`config.mk`:
```
export PLATFORM = sky130hd
export DESIGN_NAME = instr_fetch_flat
export DESIGN_NICKNAME = d
export VERILOG_FILES = /design/src/rtl/instr_fetch_if.sv /design/src/rtl/instr_fetch.sv /design/src/flat_wrapper.sv
export SDC_FILE = /design/constraint.sdc
export NUM_CORES = 1
export LEC_CHECK = 0
export ABC_AREA = 1
export BUFFER_PORTS_ARGS = -buffer_cell sky130_fd_sc_hd__buf_2
export CAP_MARGIN = 20
export CORE_MARGIN = 2
export CORE_UTILIZATION = 45
export DETAILED_ROUTE_END_ITERATION = 8
export PLACE_DENSITY = 0.72
export SYNTH_ARGS = -nofsm -noshare
export SYNTH_HDL_FRONTEND = slang
export SYNTH_SLANG_ARGS = --single-unit
```
`constraint.sdc`:
```
create_clock -name clk -period 2.7 [get_ports clk]
set_clock_uncertainty 0.05 [all_clocks]
set_input_delay 0.135 -clock clk [delete_from_list [all_inputs] [get_ports clk]]
set_output_delay 0.135 -clock clk [all_outputs]
set_load 0.02 [all_outputs]
```
`src/rtl/instr_fetch_if.sv`:
```
// Fetch-stage bus bundle: decode-side handshake plus the instruction ROM port.
//   master (fetch stage): drives imem_addr, instruction, pc, pc_plus4,
//                         instr_valid, misaligned; receives stall,
//                         branch_taken, branch_target, imem_rdata.
//   slave  (decode + ROM): the mirror image.
interface instr_fetch_if #(
    parameter int unsigned IMEM_AW = 14
);
    logic               stall;
    logic               branch_taken;
    logic [31:0]        branch_target;
    logic [IMEM_AW-1:0] imem_addr;
    logic [31:0]        imem_rdata;
    logic [31:0]        instruction;
    logic [31:0]        pc;
    logic [31:0]        pc_plus4;
    logic               instr_valid;
    logic               misaligned;

    modport master (
        input  stall, branch_taken, branch_target, imem_rdata,
        output imem_addr, instruction, pc, pc_plus4, instr_valid, misaligned
    );

    modport slave (
        output stall, branch_taken, branch_target, imem_rdata,
        input  imem_addr, instruction, pc, pc_plus4, instr_valid, misaligned
    );
endinterface

```
`src/rtl/instr_fetch.sv`:
```
// Instruction-fetch stage: owns the PC, drives a 1-cycle-latency ROM, holds
// the current word across decode stalls and redirects with a one-cycle bubble.
//   clk, reset : clock, synchronous active-high reset
//   bus        : instr_fetch_if.master (stall/branch inputs, ROM port, decode outputs)
module instr_fetch #(
    parameter logic [31:0] RESET_PC = 32'h0000_0000,
    parameter int unsigned IMEM_AW  = 14
) (
    input  logic          clk,
    input  logic          reset,
    instr_fetch_if.master bus
);
    localparam logic [31:0] NOP       = 32'h0000_0013;
    localparam logic [31:0] WORD_STEP = 32'd4;

    typedef enum logic {
        FILL = 1'b0,
        RUN  = 1'b1
    } state_t;

    state_t      state_q, state_d;
    logic [31:0] fpc_q, fpc_d;
    logic [31:0] pc_q, pc_d;
    logic [31:0] hold_instr_q, hold_instr_d;
    logic        hold_valid_q, hold_valid_d;
    logic        mis_q, mis_d;

    // State register
    always_ff @(posedge clk) begin
        if (reset) begin
            state_q      <= FILL;
            fpc_q        <= RESET_PC;
            pc_q         <= RESET_PC;
            hold_instr_q <= 32'h0;
            hold_valid_q <= 1'b0;
            mis_q        <= 1'b0;
        end else begin
            state_q      <= state_d;
            fpc_q        <= fpc_d;
            pc_q         <= pc_d;
            hold_instr_q <= hold_instr_d;
            hold_valid_q <= hold_valid_d;
            mis_q        <= mis_d;
        end
    end

    // Next-state logic
    always_comb begin
        state_d      = state_q;
        fpc_d        = fpc_q;
        pc_d         = pc_q;
        hold_instr_d = hold_instr_q;
        hold_valid_d = hold_valid_q;
        mis_d        = mis_q;
        case (state_q)
            FILL: begin
                // Word for fpc is in flight; it becomes the presented instruction.
                pc_d    = fpc_q;
                fpc_d   = fpc_q + WORD_STEP;
                state_d = RUN;
            end
            RUN: begin
                if (bus.stall) begin
                    // ROM moves on to mem[fpc] next cycle, so capture the
                    // presented word once and replay it until release.
                    if (!hold_valid_q) begin
                        hold_instr_d = bus.imem_rdata;
                        hold_valid_d = 1'b1;
                    end
                end else if (bus.branch_taken) begin
                    fpc_d        = {bus.branch_target[31:2], 2'b00};
                    hold_valid_d = 1'b0;
                    state_d      = FILL;
                    if (bus.branch_target[1:0] != 2'b00) begin
                        mis_d = 1'b1;
                    end
                end else begin
                    pc_d         = fpc_q;
                    fpc_d        = fpc_q + WORD_STEP;
                    hold_valid_d = 1'b0;
                end
            end
            default: begin
                state_d = FILL;
            end
        endcase
    end

    // Outputs: all derived from registers except the ROM data mux
    assign bus.imem_addr   = fpc_q[IMEM_AW+1:2];
    assign bus.instr_valid = (state_q == RUN);
    assign bus.instruction = (state_q != RUN) ? NOP
                           : (hold_valid_q ? hold_instr_q : bus.imem_rdata);
    assign bus.pc          = pc_q;
    assign bus.pc_plus4    = pc_q + WORD_STEP;
    assign bus.misaligned  = mis_q;

endmodule

```
`src/flat_wrapper.sv`:
```
// flat-port wrapper written by rule: the top's interface ports become plain ports
module instr_fetch_flat 
#(
    parameter logic [31:0] RESET_PC = 32'h0000_0000,
    parameter int unsigned IMEM_AW  = 14
)
  (clk, reset, bus_stall, bus_branch_taken, bus_branch_target, bus_imem_rdata, bus_imem_addr, bus_instruction, bus_pc, bus_pc_plus4, bus_instr_valid, bus_misaligned);
  instr_fetch_if #(.IMEM_AW(IMEM_AW)) bus_i ();
  input  logic clk;
  input  logic reset;
  input wire logic [$bits(bus_i.stall)-1:0] bus_stall;
  input wire logic [$bits(bus_i.branch_taken)-1:0] bus_branch_taken;
  input wire logic [$bits(bus_i.branch_target)-1:0] bus_branch_target;
  input wire logic [$bits(bus_i.imem_rdata)-1:0] bus_imem_rdata;
  output wire logic [$bits(bus_i.imem_addr)-1:0] bus_imem_addr;
  output wire logic [$bits(bus_i.instruction)-1:0] bus_instruction;
  output wire logic [$bits(bus_i.pc)-1:0] bus_pc;
  output wire logic [$bits(bus_i.pc_plus4)-1:0] bus_pc_plus4;
  output wire logic [$bits(bus_i.instr_valid)-1:0] bus_instr_valid;
  output wire logic [$bits(bus_i.misaligned)-1:0] bus_misaligned;
  assign bus_i.stall = bus_stall;
  assign bus_i.branch_taken = bus_branch_taken;
  assign bus_i.branch_target = bus_branch_target;
  assign bus_i.imem_rdata = bus_imem_rdata;
  assign bus_imem_addr = bus_i.imem_addr;
  assign bus_instruction = bus_i.instruction;
  assign bus_pc = bus_i.pc;
  assign bus_pc_plus4 = bus_i.pc_plus4;
  assign bus_instr_valid = bus_i.instr_valid;
  assign bus_misaligned = bus_i.misaligned;
  instr_fetch #(.RESET_PC(RESET_PC), .IMEM_AW(IMEM_AW)) u_core (.clk(clk), .reset(reset), .bus(bus_i));
endmodule
```
==> flow_summary.ini <==
[route]
drc = 0
routedWlPerCell_um = 14.4
viasPerCell = 5.16
vias = 5793
ant_nets = 0
firstDrtPassIters = 5
totalWireLength_um = 16100
drtIter0Drc = 427

[synth]
yosysWarnings = 0
synth-seq-cells = 95
synthArstFlopShare_pct = 0
synth-edff-count = 0
synthesis.area_mm2 = 0.00564
netlist.top_cell.by_area = dfxtp_1
synth_area_leaders = dfxtp_1 34%, nand2_1 9.1%, a21oi_1 9.0%, o21ai_0 7.5%, nor2_1 6.5%
synth_area_per_cell_um2 = 6.98
synthFlopType = dfxtp_1
yosysUniqueCellTypes = 45
netlist_instances = 809
yosysSeqAreaShare_pct = 33.7
synth_top_area_share_pct = 33.7

[setup_path]
slowest_stage = dfxtp_1
crit_start = u_core.bus.pc[2]
worstPathMaxFanout = 6
timing.rr.start = u_core.fpc_q[2]
cp_cell_sequence = ha_1 -> nand2_1 -> nor3_4 -> nand2_1 -> nor2_2 -> nand3_1 -> nor2_1 -> nand2_1 -> nand2_1 -> nand2_1 -> buf_2
cp.required_ps = 2520
cp_common_cell = nand2_1
path_class = reg2out
cp_top_family = simple AND/OR/NAND/NOR gates
arrival_ps = 2130
cp_num_buf_inv = 1
end_kind = output pin
max_stage_delay_ps = 450
cp-start-kind = flop

[clock_tree]
cts-root-buf = clkbuf_16
post_cts_resized = 0
cts_max_path_buffers = 2
cts_hold_buf = 0
tritoncts = built
ctsHtreeMaxLevel = 3
clock_latency_ps = 340
cts_setup_buffers = 0
cts_made_buffers = 9
clk_pin_slew_ps = 70
numClockSinks = 95

[global_route]
grt_antenna_before_repair = 1
grt_pass1_vias = 5313
grt_pass1_wl_um = 26000
grt_max_degree = 65
grt_overflow_total = 0
track_usage_pct = 24.4

[placed_design]
routabilityCongestion = 0.978
dpl.hpwl_um = 11800
port_buffers = 175
post-place-ws_ps = 751

[sta]
rsz0062_at_grt = false
setup_ws_ps = 381
hold_viol = 0
fmax_mhz = 431
timing.slew.headroom_pct = 58.6
setup_tns_ps = 0
worstMarginPinSlew_ps = 616
final_max_slew_viol_count = 0
min_period_ps = 2320
finalCritPeriodShare_pct = 85.9
setup_viol = 0

[min_path]
hold_path_class = in2reg
min_from = bus_branch_target[5]

[pwr]
vdd_drop_max_uv = 327
power.leakage_uw = 0.00302
powerDensity_mw_per_mm2 = 543

[die]
die_h_um = 116
io_pins = 180
die_w_um = 116
core_mm2 = 0.0121
rows = 40
dieArea_mm2 = 0.0135
start_util_pct = 46.6

[cells_and_area]
area_delta_synth_final_pct = 20.2
n_fill_cell = 1221
nNetsFinal = 1019
diodes = 0
layout_common_cells = 175 x buf_2, 137 x nand2_1, 102 x a21oi_1
multiInputGateArea_mm2 = 0.00319
final_util_pct = 56.0
ff_latch_area_mm2 = 0.00190
final_layout_size_suffix_gt1_share_pct = 25.3
mostFrequentLayoutCell = buf_2

[outcome]
outcome = finished, final reports clean

[flow_run]
cap_violations = 0
## state kept, by name, summed over array words and instances, names as in the netlist
| signal | cells |
|---|---|
| u_core.bus.instr_valid | 1 |
| u_core.hold_instr_q | 32 |
| u_core.bus.pc | 30 |
| u_core.fpc_q | 30 |
| u_core.bus.misaligned | 1 |
| u_core.hold_valid_q | 1 |
## cells in the mapped netlist (2+ instances only)
library cell and instances:
nor3_1 9, nor2_1 97, inv_2 5, buf_2 17
o22ai_1 3, xnor2_1 5, o21ai_1 2, buf_6 2
mux2i_1 33, nand2_4 3, nand3_2 4, nor4_1 5
nand3b_1 4, nand4_1 9, clkbuf_1 20, buf_4 20
o31ai_1 5, inv_1 55, dfxtp_1 95, o21ai_2 2
nand2_1 137, a211oi_1 3, o21ai_0 85, nand2_2 5
nor2_4 7, nand3_1 30, a21oi_1 102, nor2_2 7
xor2_1 21, ha_1 2
## power breakdown
group          leakage, uW  switching, uW  internal (uW)
Clock             0.000149            547            744
Sequential        0.000783            127           1510
Combinational      0.00209            489            267
## worst min-delay path: stages
cell and delay, ps:
buf_2 100, nand2_1 50, a31oi_1 70
## area by class of cell
type	count	share of cell area (%)
clock buffers	11	3.58
clock inverters	5	0.848
inverters	61	3.41
multi-input cells	597	47.0
flip-flops and latches	95	28.0
well taps	168	3.10
repair buffers	185	14.0
## layer usage
layer  track usage (%)  vias to the layer above  routed length [um]
li1                  -                     2965                   -
met1              32.4                     2553                7460
met2              38.9                      249                7010
met3              5.39                       24                1290
met4              9.13                        2                 359
met5                 0                        -                  11
## cell families (layout without fill, tap and decap cells)
group / after synthesis / in the layout / synth area share (%)
flip-flops: 95 / 95 / 33.7
XOR/XNOR: 26 / 26 / 4.03
other: 1 / 4 / 0.0664
AO/OA/AOI/OAI: 208 / 208 / 19.4
buffers and inverters: 120 / 262 / 10.0
multiplexers: 33 / 33 / 5.85
adder cells (fa/ha/maj): 2 / 2 / 0.443
AND/OR/NAND/NOR: 324 / 324 / 26.5
## per-stage QoR
stage | area [um^2] | instances | hold slack, ps | total power, uW
after floorplan | 5660 | 812 | 239 | 2180
after global placement | 6480 | 1106 | 372 | 2410
after detailed placement | 6480 | 1106 | 372 | 2420
after CTS | 6790 | 1122 | 7.01 | 3700
after global routing | 6790 | 1122 | 30.0 | 3870
final | 6790 | 1122 | 15.7 | 3680
## worst paths after layout
kind	endpoint	slack, ps	cells after the start
worst max-delay path	bus_pc_plus4[26]	380	11
worst min-delay path	u_core.fpc_q[5]	20	3
worst max register to register	u_core.fpc_q[28]	840	9
worst min register to register	u_core.bus.misaligned	410	2
Power figures use the tool's default switching activity.
